--- src/rtl/cpu_types_pkg.sv ---
// Shared datapath types for the pipelined MIPS core: word/register widths,
// ALU operation encodings, the portB source select and the ID/EX latch layout.
package cpu_types_pkg;

    localparam int WORD_W = 32;
    localparam int REG_W  = 5;
    localparam int AOP_W  = 4;

    typedef logic [WORD_W-1:0] word_t;
    typedef logic [REG_W-1:0]  regbits_t;

    // ALU operation encodings; ALU_SLL is 0 so an all-zero bubble is a harmless shift.
    typedef enum logic [AOP_W-1:0] {
        ALU_SLL  = 4'd0,
        ALU_SRL  = 4'd1,
        ALU_ADD  = 4'd2,
        ALU_SUB  = 4'd3,
        ALU_AND  = 4'd4,
        ALU_OR   = 4'd5,
        ALU_XOR  = 4'd6,
        ALU_NOR  = 4'd7,
        ALU_SLT  = 4'd8,
        ALU_SLTU = 4'd9
    } aluop_t;

    // portB source select; encoding 3 is reserved and behaves like RT.
    typedef enum logic [1:0] {
        RT    = 2'd0,
        IMM   = 2'd1,
        SHAMT = 2'd2
    } portb_sel_t;

    // Fields held in the ID/EX latch. idex_t'0 is the bubble.
    typedef struct packed {
        logic       valid;
        aluop_t     aluop;
        regbits_t   rs;
        regbits_t   rt;
        word_t      rdata1;
        word_t      rdata2;
        word_t      imm;
        logic [4:0] shamt;
        portb_sel_t bsel;
        logic       shift;
        regbits_t   wsel;
        logic       regwen;
        logic       memread;
    } idex_t;

    // True when a downstream stage will write the given nonzero source register.
    function automatic logic fwd_hit(input logic regwen, input regbits_t wsel,
                                     input regbits_t src);
        return regwen && (wsel == src) && (src != '0);
    endfunction

endpackage

--- src/rtl/fwd_mux.sv ---
// Operand forwarding for one source register: picks the freshest value of the
// register among EX/MEM, MEM/WB and the value read from the register file.
module fwd_mux
    import cpu_types_pkg::*;
(
    input  regbits_t reg_num,
    input  word_t    latched_data,
    input  logic     exmem_regwen,
    input  regbits_t exmem_wsel,
    input  word_t    exmem_result,
    input  logic     memwb_regwen,
    input  regbits_t memwb_wsel,
    input  word_t    memwb_result,
    output word_t    fwd_data
);

    // EX/MEM is younger than MEM/WB, so it wins when both target the register.
    always_comb begin
        fwd_data = latched_data;
        if (fwd_hit(exmem_regwen, exmem_wsel, reg_num)) begin
            fwd_data = exmem_result;
        end else if (fwd_hit(memwb_regwen, memwb_wsel, reg_num)) begin
            fwd_data = memwb_result;
        end
    end

endmodule

--- src/rtl/ex_operand_stage.sv ---
// ID/EX pipeline latch plus operand selection for the execute ALU.
// Pipeline control: flush replaces the latched instruction with a bubble and
// takes priority over stall; stall holds every latched field; otherwise the
// decode fields are taken every cycle (in_valid = 0 latches a bubble that still
// carries the presented fields). Forwarding is purely combinational and keeps
// tracking the downstream stages while stalled.
module ex_operand_stage
    import cpu_types_pkg::*;
(
    input  logic       CLK,
    input  logic       nRST,
    input  logic       stall,
    input  logic       flush,
    input  logic       in_valid,
    input  aluop_t     in_aluop,
    input  regbits_t   in_rs,
    input  regbits_t   in_rt,
    input  word_t      in_rdata1,
    input  word_t      in_rdata2,
    input  word_t      in_imm,
    input  logic [4:0] in_shamt,
    input  logic [1:0] in_bsel,
    input  logic       in_shift,
    input  regbits_t   in_wsel,
    input  logic       in_regwen,
    input  logic       in_memread,
    input  logic       exmem_regwen,
    input  logic       memwb_regwen,
    input  regbits_t   exmem_wsel,
    input  regbits_t   memwb_wsel,
    input  word_t      exmem_result,
    input  word_t      memwb_result,
    output logic       ex_valid,
    output word_t      portA,
    output word_t      portB,
    output aluop_t     aluop,
    output regbits_t   ex_wsel,
    output logic       ex_regwen,
    output logic       ex_memread,
    output logic       lu_hazard
);

    idex_t idex_q;
    idex_t idex_d;
    word_t rs_fwd;
    word_t rt_fwd;

    // Pack the decode fields into the latch layout.
    always_comb begin
        idex_d         = '0;
        idex_d.valid   = in_valid;
        idex_d.aluop   = in_aluop;
        idex_d.rs      = in_rs;
        idex_d.rt      = in_rt;
        idex_d.rdata1  = in_rdata1;
        idex_d.rdata2  = in_rdata2;
        idex_d.imm     = in_imm;
        idex_d.shamt   = in_shamt;
        idex_d.bsel    = portb_sel_t'(in_bsel);
        idex_d.shift   = in_shift;
        idex_d.wsel    = in_wsel;
        idex_d.regwen  = in_regwen;
        idex_d.memread = in_memread;
    end

    // ID/EX latch: flush beats stall, stall beats load.
    always_ff @(posedge CLK or negedge nRST) begin
        if (!nRST) begin
            idex_q <= '0;
        end else if (flush) begin
            idex_q <= '0;
        end else if (!stall) begin
            idex_q <= idex_d;
        end
    end

    fwd_mux u_fwd_rs (
        .reg_num      (idex_q.rs),
        .latched_data (idex_q.rdata1),
        .exmem_regwen (exmem_regwen),
        .exmem_wsel   (exmem_wsel),
        .exmem_result (exmem_result),
        .memwb_regwen (memwb_regwen),
        .memwb_wsel   (memwb_wsel),
        .memwb_result (memwb_result),
        .fwd_data     (rs_fwd)
    );

    fwd_mux u_fwd_rt (
        .reg_num      (idex_q.rt),
        .latched_data (idex_q.rdata2),
        .exmem_regwen (exmem_regwen),
        .exmem_wsel   (exmem_wsel),
        .exmem_result (exmem_result),
        .memwb_regwen (memwb_regwen),
        .memwb_wsel   (memwb_wsel),
        .memwb_result (memwb_result),
        .fwd_data     (rt_fwd)
    );

    // ALU operand selection; shifts take the shifted value from rt on portA,
    // and the immediate is never forwarded.
    always_comb begin
        portA = idex_q.shift ? rt_fwd : rs_fwd;
        case (idex_q.bsel)
            RT:      portB = rt_fwd;
            IMM:     portB = idex_q.imm;
            SHAMT:   portB = {27'b0, idex_q.shamt};
            default: portB = rt_fwd;
        endcase
    end

    // Latched controls, gated so a bubble never writes or loads.
    always_comb begin
        ex_valid   = idex_q.valid;
        aluop      = idex_q.aluop;
        ex_wsel    = idex_q.wsel;
        ex_regwen  = idex_q.valid & idex_q.regwen;
        ex_memread = idex_q.valid & idex_q.memread;
    end

    // Load-use: the load in EX writes a register that decode wants to read now.
    always_comb begin
        lu_hazard = in_valid & ex_memread & (ex_wsel != '0) &
                    ((ex_wsel == in_rs) | (ex_wsel == in_rt));
    end

endmodule

--- config.mk ---
export PLATFORM = sky130hd
export DESIGN_NAME = ex_operand_stage
export DESIGN_NICKNAME = d
export VERILOG_FILES = /design/src/rtl/cpu_types_pkg.sv /design/src/rtl/fwd_mux.sv /design/src/rtl/ex_operand_stage.sv
export SDC_FILE = /design/constraint.sdc
export NUM_CORES = 1
export LEC_CHECK = 0
export ABC_CLOCK_PERIOD_IN_PS = 2700
export BUFFER_PORTS_ARGS = -buffer_cell sky130_fd_sc_hd__buf_2
export CORE_MARGIN = 10
export CORE_UTILIZATION = 40
export CTS_CLUSTER_DIAMETER = 30
export DETAILED_ROUTE_END_ITERATION = 8
export PLACE_DENSITY = 0.7
export REMOVE_ABC_BUFFERS = 1
export SLEW_MARGIN = 40
export SYNTH_ARGS = -nofsm -noshare
export SYNTH_HDL_FRONTEND = slang
export SYNTH_SLANG_ARGS = --single-unit
--- constraint.sdc ---
create_clock -name CLK -period 2.7 [get_ports CLK]
set_input_delay 0.54 -clock CLK [delete_from_list [all_inputs] [get_ports CLK]]
set_output_delay 0.54 -clock CLK [all_outputs]
set_load 0.005 [all_outputs]
After elaboration in Yosys (flattened, before gate mapping)
Cells that the tools add are included.
- equal/unequal tests: 9
- reduce and logical (&&, ||, !) cells: 11
- mux-type cells: 8
- bitwise operators: 6
- operators by type and width (kind ; number):
    126-bit 2-to-1 mux ; 2
    32-bit 2-to-1 mux ; 5
    32-bit case mux with 2 select lines ; 1
    5-bit equality test ; 6
    5-bit nonzero test ; 3
    1-bit logical AND ; 8
    1-bit AND ; 5
    2-bit by 1-bit equality test with 1-bit output (second input constant) ; 1
    2-bit equality test (second input constant) ; 1
    2-bit by 1-bit != test with 1-bit output (second input constant) ; 1
    1-bit OR ; 1
- input port bits: 206
- logic and storage cells: 47
- bits in registers: 126
- output and inout bits: 77

Depth between registers and ports, before layout
Gate-level depths: netlist of the first run.
- depth after elaboration: 6
- depth in mapped cells: 8
- mapped depth without buffers: 5

Hierarchy
Synthesis of the first run repeated with hierarchy kept, for this count alone.
- cell total of the unflattened synthesis: 922
- area, all modules: 8264.2 um2
- by module, submodules not included (module ; area an instance (um2) ; times used ; sequential area each (um2) ; cells each):
    ex_operand_stage ; 6057.1 ; 1 ; 3153.0 ; 526
    fwd_mux ; 1103.6 ; 2 ; 0.0 ; 198

Worst setup path after synthesis of the first run
No wires, ideal clock.
- path type: input to output
- from: input exmem_wsel[1]
- to: output portB[0]
- buffers on the path: 3
- data required time: 2160 ps
- path slack: 306 ps
- cell stages on the path: 7
- data arrival time: 1854 ps
- cells stage by stage: xor2_1 -> or4_1 -> buf_2 -> buf_6 -> buf_6 -> o211a_1 -> o22ai_1
- cells in the longest elaborated chain, start to end: 5
- RTL lines (what ; line ; source):
    start: declaration ; ex_operand_stage.sv:29 ; input regbits_t exmem_wsel,
    5-bit equality test ; cpu_types_pkg.sv:53 ; return regwen && (wsel == src) && (src != '0);
    1-bit logical AND (2 in series) ; cpu_types_pkg.sv:53 ;
    32-bit 2-to-1 mux ; fwd_mux.sv:20 ; if (fwd_hit(exmem_regwen, exmem_wsel, reg_num)) begin
    32-bit case mux with 2 select lines ; ex_operand_stage.sv:105 ; case (idex_q.bsel)
    end: declaration ; ex_operand_stage.sv:35 ; output word_t portB,
Every way passes these cells.

Worst setup path after layout of the first run
- from: register idex_q[112] in the netlist's numbering
- to: output portB[1]
- cells in the longest elaborated chain, start to end: 6
- elaborated cells between the ends (all ways): 10
- classes of those cells: 2 x eq/ne; 3 x mux; 5 x reduce/logical
- RTL lines (what ; line ; source):
    start: declaration ; ex_operand_stage.sv:43 ; idex_t idex_q;
    start signal: assignment ; ex_operand_stage.sv:73 ; idex_q <= idex_d;
    5-bit equality test ; cpu_types_pkg.sv:53 ;
    1-bit logical AND (2 in series) ; cpu_types_pkg.sv:53 ;
    32-bit 2-to-1 mux ; fwd_mux.sv:22 ; end else if (fwd_hit(memwb_regwen, memwb_wsel, reg_num)) begin
    32-bit 2-to-1 mux (*) ; fwd_mux.sv:20 ;
    32-bit case mux with 2 select lines (*) ; ex_operand_stage.sv:105 ;
Every way passes the cells marked *; elsewhere a longest branch is shown, timed or not.

==> impl_metrics.env, run 1 <==
export IMPL_dr_pass1_iters=5
export IMPL_critPathMaxFanout=3
export IMPL_fin_setup_tns_ns=-21.94
export IMPL_crit_type="flip-flop to output pin"
export IMPL_holdWs_ns=0.0377
export IMPL_violations="setup timing"
export IMPL_avgSynthCellArea_um2=9.02
export IMPL_core_area_um2=19500
export IMPL_grt_overflow=0
export IMPL_place_congestion=0.816
export IMPL_cts_buffer_depth=2
export IMPL_finalHoldViolCount=0
export IMPL_crit_path_top_delay_cell="dfrtp_1"
export IMPL_grt_pass1_vias=8207
export IMPL_area_growth_pct=42.8
export IMPL_drc=0
export IMPL_crit_buf_inv=6
export IMPL_crit_path_end_kind="output pin"
export IMPL_startpoint_type="flip-flop"
export IMPL_dieArea_um2=25800
export IMPL_power_frac_seq=0.371
export IMPL_netlist_instances=877
export IMPL_final_cell_area_um2=11300
export IMPL_combPwrFrac=0.231
export IMPL_io_pins=283
export IMPL_maxSlewViolCount=0
export IMPL_grt_setup_unrepaired="yes"
export IMPL_ys_types=31
export IMPL_fp_dieH_um=161
export IMPL_wire_per_inst_um=20.9
export IMPL_drtAntennaViolNets=0
export IMPL_clkSinkCount=126
export IMPL_power_switching_fraction=0.298
export IMPL_seq_area_frac_synth=0.399
export IMPL_critical_path_most_common_cell="buf_6"
export IMPL_min_delay_path_class="primary input to asynchronous set/reset pin"
export IMPL_nets=1368
export IMPL_cts_root_buf="clkbuf_16"
export IMPL_intPower_w=0.00393
export IMPL_start_util=0.406
export IMPL_drive_above_1_share=0.403
export IMPL_reg2reg_slack_ns=1.19
export IMPL_num_rows=51
export IMPL_power_leakage_nw=5.71
export IMPL_die_x_um=161
export IMPL_vias=8066
export IMPL_p_switching_w=0.00167
export IMPL_synth_top_area_cell="dfrtp_1"
export IMPL_synth_warnings=0
export IMPL_tightestPinTransition_ns=0.829
export IMPL_max_stage_delay_ns=0.40
export IMPL_grt_max_degree=127
export IMPL_vias_per_cell=5.60
export IMPL_track_usage=0.218
export IMPL_port_buffers=282
export IMPL_dp_hpwl_mm=20.4
export IMPL_min_period_ns=3.13
export IMPL_place_area_um2=9660
export IMPL_cp_required_ns=2.16
export IMPL_finalCritPeriodShare=1.16
export IMPL_cp_top_family="buffers and inverters"
export IMPL_outcome="finished with violations"
export IMPL_place_ws_ns=-0.240
export IMPL_routed_wl_mm=30.2
export IMPL_h_tree_depth=4
export IMPL_clk_latency_ns=0.42
export IMPL_drv_cap=0
export IMPL_timing_clock_skew_ns=0
export IMPL_crit_chain="buf_6 > buf_6 > xnor2_2 > nand4_1 > or2_4 > buf_12 > buf_6 > buf_6 > o211a_1 > o22ai_1 > buf_2"
export IMPL_ys_ff_latch=126
export IMPL_max_freq_ghz=0.319
export IMPL_ir_worst_vdd_v=0.000396
export IMPL_total_power_w=0.00560
export IMPL_drt_iter0_drc=587
export IMPL_power_density_nw_per_um2=496
export IMPL_clk_pin_slew_ns=0.06
export IMPL_cts_inserted_buffers=17
export IMPL_yosys_area_top_type_share=0.399
export IMPL_fin_ws_ns=-0.431
export IMPL_syn_area_um2=7910
export IMPL_grt_antenna_before_repair=2
export IMPL_pwr_share_clk=0.398
export IMPL_arrival_ns=2.59
export IMPL_num_fill_cells=1723
export IMPL_slew_headroom=0.447
export IMPL_synth_area_top_cells="dfrtp_1, mux2i_1, o211a_1"
export IMPL_cts_tree="built"
export IMPL_setup_viol=64
export IMPL_grt_pass1_wl_mm=45.4
layout by cell type (no fill, tap or decap), types with 3 or more instances in the layout:
| cell | count |
|---|---|
| xnor2_1 | 14 |
| o22ai_1 | 4 |
| nor2_1 | 160 |
| xnor2_2 | 4 |
| clkbuf_16 | 20 |
| inv_1 | 34 |
| xor2_1 | 10 |
| o21ai_2 | 34 |
| o211a_4 | 6 |
| a22oi_1 | 5 |
| buf_16 | 3 |
| mux2i_1 | 126 |
| inv_6 | 5 |
| o21ai_0 | 62 |
| nand2_1 | 27 |
| buf_8 | 5 |
| o211a_1 | 58 |
| o21ai_1 | 57 |
| o32ai_2 | 28 |
| dfrtp_1 | 124 |
| buf_12 | 22 |
| or4_4 | 4 |
| o32ai_1 | 4 |
| diode_2 | 3 |
| clkinvlp_4 | 5 |
| nand4_1 | 4 |
| buf_6 | 10 |
| buf_2 | 279 |
| buf_4 | 31 |
path summary, 6_finish.rpt:
kind / start / to / cells after the start
min: nRST / idex_q[106]$_DFFE_PN0P_ / 1
max: idex_q[112]$_DFFE_PN0P_ / portB[1] / 11
max in group asynchronous: nRST / idex_q[116]$_DFFE_PN0P_ / 2
min in group CLK: in_memread / idex_q[0]$_DFFE_PN0P_ / 3
max reg2reg: idex_q[7]$_DFFE_PN0P_ / idex_q[7]$_DFFE_PN0P_ / 3
min reg2reg: idex_q[75]$_DFFE_PN0P_ / idex_q[75]$_DFFE_PN0P_ / 2
cell families after synthesis:
family	after synthesis	share of synthesized area
AND/OR/NAND/NOR	205	0.104
buffers and inverters	123	0.0737
adder cells (fa/ha/maj)	2	0.00316
multiplexers	126	0.159
AO/OA/AOI/OAI	265	0.228
flip-flops	126	0.399
XOR/XNOR	30	0.0332
layer usage:
layer | routed length [um] | global-route usage
met1 | 12600 | 0.267
met2 | 14300 | 0.354
met3 | 2480 | 0.0708
met4 | 686 | 0.0718
met5 | 0 | 0
flip-flops by register name, summed over array words and instances, names as in the netlist:
| register | flops |
|---|---|
| idex_q | 116 |
| ex_wsel | 5 |
| aluop | 4 |
| ex_valid | 1 |
cells in the mapped netlist (all sizes together):
cell	count
o211a	64
nand3	2
and2	2
o32ai	32
o22ai	6
buf	43
nor2	160
ha	2
xnor2	20
o211ai	3
nor2b	1
a21oi	1
nand2	27
nor3	2
clkbuf	46
or2	2
nand4	4
mux2i	126
a22oi	5
or4	5
inv	34
dfrtp	126
o21ai	154
xor2	10
worst reg2reg max path, stage by stage, from the launching register on:
cell and delay (ns):
dfrtp_2 0.89, buf_12 0.33, mux2i_1 0.12, nor2_1 0.09
per-stage QoR:
step | utilization | cells
global placement | 0.496 | 1377
CTS | 0.559 | 1431
detailed placement | 0.496 | 1377
floorplan | - | 788
global route | 0.580 | 1439
finish | 0.580 | 1441
power groups by stage:
stage	Combinational (W)	Clock [W]	Sequential, W
final	0.00129	0.00223	0.00208
after global routing	0.00140	0.00235	0.00209
after CTS	0.00119	0.00227	0.00207
after detailed placement	0.00104	0	0.00210
after global placement	0.00103	0	0.00210
after floorplan	0.000471	0	0.00209
cell type report:
class / count / area (um^2) / share of cell area
antenna: 3 / 7.51 / 0.000665
clock buffer: 18 / 439 / 0.0389
clock inverter: 14 / 134 / 0.0119
inverter: 34 / 128 / 0.0113
multi-input combinational: 628 / 4680 / 0.415
sequential: 126 / 3160 / 0.279
tap: 265 / 332 / 0.0294
timing repair buffer: 353 / 2410 / 0.214
timing repair:
action                                 CTS  global route
setup buffers                           15             7
hold buffers                             0             0
pin swaps                               37            71
endpoints found under the hold margin    0             0
gates cloned                             7             4
setup endpoints to repair               64            64
gates resized for setup                102            91
No activity file was read; power rests on OpenSTA's default activity.
==> inputs of run 2 (changes only) <==
--- a/config.mk
+++ b/config.mk
@@ -13,6 +13,7 @@
 export DETAILED_ROUTE_END_ITERATION = 8
 export PLACE_DENSITY = 0.7
 export REMOVE_ABC_BUFFERS = 1
+export SKIP_LAST_GASP = 1
 export SLEW_MARGIN = 40
 export SYNTH_ARGS = -nofsm -noshare
 export SYNTH_HDL_FRONTEND = slang
==> run 2 against run 1 <==
Compared with the run above:
- the flow still finishes with violations (setup timing)
- worst setup slack better by 0.028 ns
- wire length is 2.7% higher
- register-to-register slack worse by 0.03 ns
- largest power group unchanged
- core utilization is 0.27 points higher
==> impl_metrics.env, run 2 (synthesized netlist as in run 1, its figures left out) <==
export IMPL_outcome="finished with violations"
export IMPL_violations="setup timing"
export IMPL_io_pins=283
export IMPL_fin_cells=1445
export IMPL_final_common_cell="buf_2"
export IMPL_drtAntennaViolNets=0
export IMPL_max_freq_ghz=0.322
export IMPL_power_frac_seq=0.370
export IMPL_start_util=0.406
export IMPL_placed_cells_incl_taps=1377
export IMPL_pwr_share_clk=0.398
export IMPL_dp_hpwl_mm=20.4
export IMPL_drive_above_1_share=0.405
export IMPL_crit_type="flip-flop to output pin"
export IMPL_arrival_ns=2.56
export IMPL_ir_worst_vdd_v=0.000415
export IMPL_cts_tree="built"
export IMPL_cp_required_ns=2.16
export IMPL_slew_headroom=0.415
export IMPL_vias=8147
export IMPL_clk_latency_ns=0.42
export IMPL_reg2reg_slack_ns=1.16
export IMPL_grt_max_degree=127
export IMPL_p_switching_w=0.00168
export IMPL_finalHoldViolCount=0
export IMPL_drc=0
export IMPL_power_leakage_nw=5.76
export IMPL_maxSlewViolCount=0
export IMPL_tightestPinTransition_ns=0.877
export IMPL_total_power_w=0.00562
export IMPL_power_switching_fraction=0.299
export IMPL_h_tree_depth=4
export IMPL_layout_common_cells="buf_2, nor2_1, mux2i_1"
export IMPL_largest_register="idex_q"
export IMPL_dr_pass1_iters=5
export IMPL_fin_ws_ns=-0.403
export IMPL_place_ws_ns=-0.240
export IMPL_die_x_um=161
export IMPL_startpoint_type="flip-flop"
export IMPL_grt_setup_unrepaired="yes"
export IMPL_critPathMaxFanout=13
export IMPL_largest_reg_flops=116
export IMPL_wire_per_inst_um=21.4
export IMPL_cts_inserted_buffers=17
export IMPL_intPower_w=0.00394
export IMPL_clkSinkCount=126
export IMPL_finalCritPeriodShare=1.15
export IMPL_setup_viol=64
export IMPL_track_usage=0.216
export IMPL_dieArea_um2=25800
export IMPL_num_fill_cells=1702
export IMPL_timing_clock_skew_ns=0
export IMPL_fp_dieH_um=161
export IMPL_num_rows=51
export IMPL_grt_pass1_wl_mm=45.0
export IMPL_crit_path_end_kind="output pin"
export IMPL_combPwrFrac=0.231
export IMPL_port_buffers=282
export IMPL_fin_setup_tns_ns=-22.35
export IMPL_post_route_util=0.583
export IMPL_routed_wl_mm=31.0
export IMPL_drv_cap=0
export IMPL_grt_overflow=0
export IMPL_area_growth_pct=43.5
export IMPL_drt_iter0_drc=751
export IMPL_cts_buffer_depth=2
export IMPL_core_area_um2=19500
export IMPL_min_delay_path_class="primary input to asynchronous set/reset pin"
export IMPL_min_period_ns=3.10
export IMPL_place_congestion=0.816
export IMPL_grt_pass1_vias=8131
export IMPL_power_density_nw_per_um2=495
export IMPL_vias_per_cell=5.64
export IMPL_clk_pin_slew_ns=0.06
export IMPL_cts_root_buf="clkbuf_16"
export IMPL_nets=1373
export IMPL_grt_antenna_before_repair=2
run 2: cell types whose count changed in the layout (fill, tap and decap cells not counted), moves of 2 or more:
| cell | before | now |
|---|---|---|
| o211a_4 | 6 | 3 |
| o21ai_1 | 57 | 61 |
| o211a_1 | 58 | 61 |
| xnor2_1 | 14 | 12 |
| o21ai_2 | 34 | 32 |
| o21ai_0 | 62 | 60 |
| xnor2_2 | 4 | 6 |
| buf_6 | 10 | 13 |
run 2: stage by stage:
stage | cell area [um^2] | hold slack [ns]
final | 11300 | 0.0359
after detailed placement | 9660 | 0.489
after global placement | 9660 | 0.494
after CTS | 10800 | 0.0398
after global routing | 11300 | 0.0600
after floorplan | 7450 | 0.244
run 2: area by class of cell:
class                      count  area, um^2  share of cell area
multi-input combinational    628        4680               0.412
sequential                   126        3160               0.278
timing repair buffer         358        2480               0.218
clock buffer                  18         439              0.0387
tap                          265         332              0.0292
clock inverter                14         134              0.0118
inverter                      34         128              0.0112
antenna                        2        5.00            0.000441
run 2: timing repair:
| action | in CTS | in global routing |
|---|---|---|
| endpoints found under the setup margin | 64 | 64 |
| gates cloned | 7 | 7 |
| setup buffers | 15 | 10 |
| pin swaps | 33 | 86 |
| hold buffers | 0 | 0 |
| gates resized for setup | 71 | 123 |
run 2: worst paths after layout:
kind                                    startpoint                       to  cells after the start
hold reg to reg             idex_q[75]$_DFFE_PN0P_   idex_q[75]$_DFFE_PN0P_                      2
setup / recovery           idex_q[120]$_DFFE_PN0P_                portA[19]                      9
setup reg to reg             idex_q[7]$_DFFE_PN0P_    idex_q[7]$_DFFE_PN0P_                      3
max in group asynchronous                     nRST  idex_q[116]$_DFFE_PN0P_                      2
hold / removal                                nRST  idex_q[106]$_DFFE_PN0P_                      1
min in group CLK                         in_imm[4]   idex_q[19]$_DFFE_PN0P_                      3
run 2: power by group through the flow:
stage | clock network, W | logic (W) | registers [W]
global placement | 0 | 0.00103 | 0.00210
floorplan | 0 | 0.000471 | 0.00209
global route | 0.00235 | 0.00141 | 0.00209
finish | 0.00224 | 0.00130 | 0.00208
detailed placement | 0 | 0.00104 | 0.00210
CTS | 0.00227 | 0.00117 | 0.00207
run 2: worst max-delay path, stage by stage (launching register included):
cell and delay [ns]:
dfrtp_1 0.41, buf_4 0.15, buf_4 0.12, xnor2_1 0.17, nand4_1 0.17, or2_4 0.30, buf_12 0.16, o211a_1 0.21
o32ai_2 0.26, buf_2 0.17
run 2: per-layer routing:
metal,up-vias,part of all wire,global-route usage
met2,406,0.48,0.350
met4,0,0.022,0.0689
li1,3695,-,-
met1,3997,0.41,0.266
met5,-,0,0
met3,49,0.091,0.0711
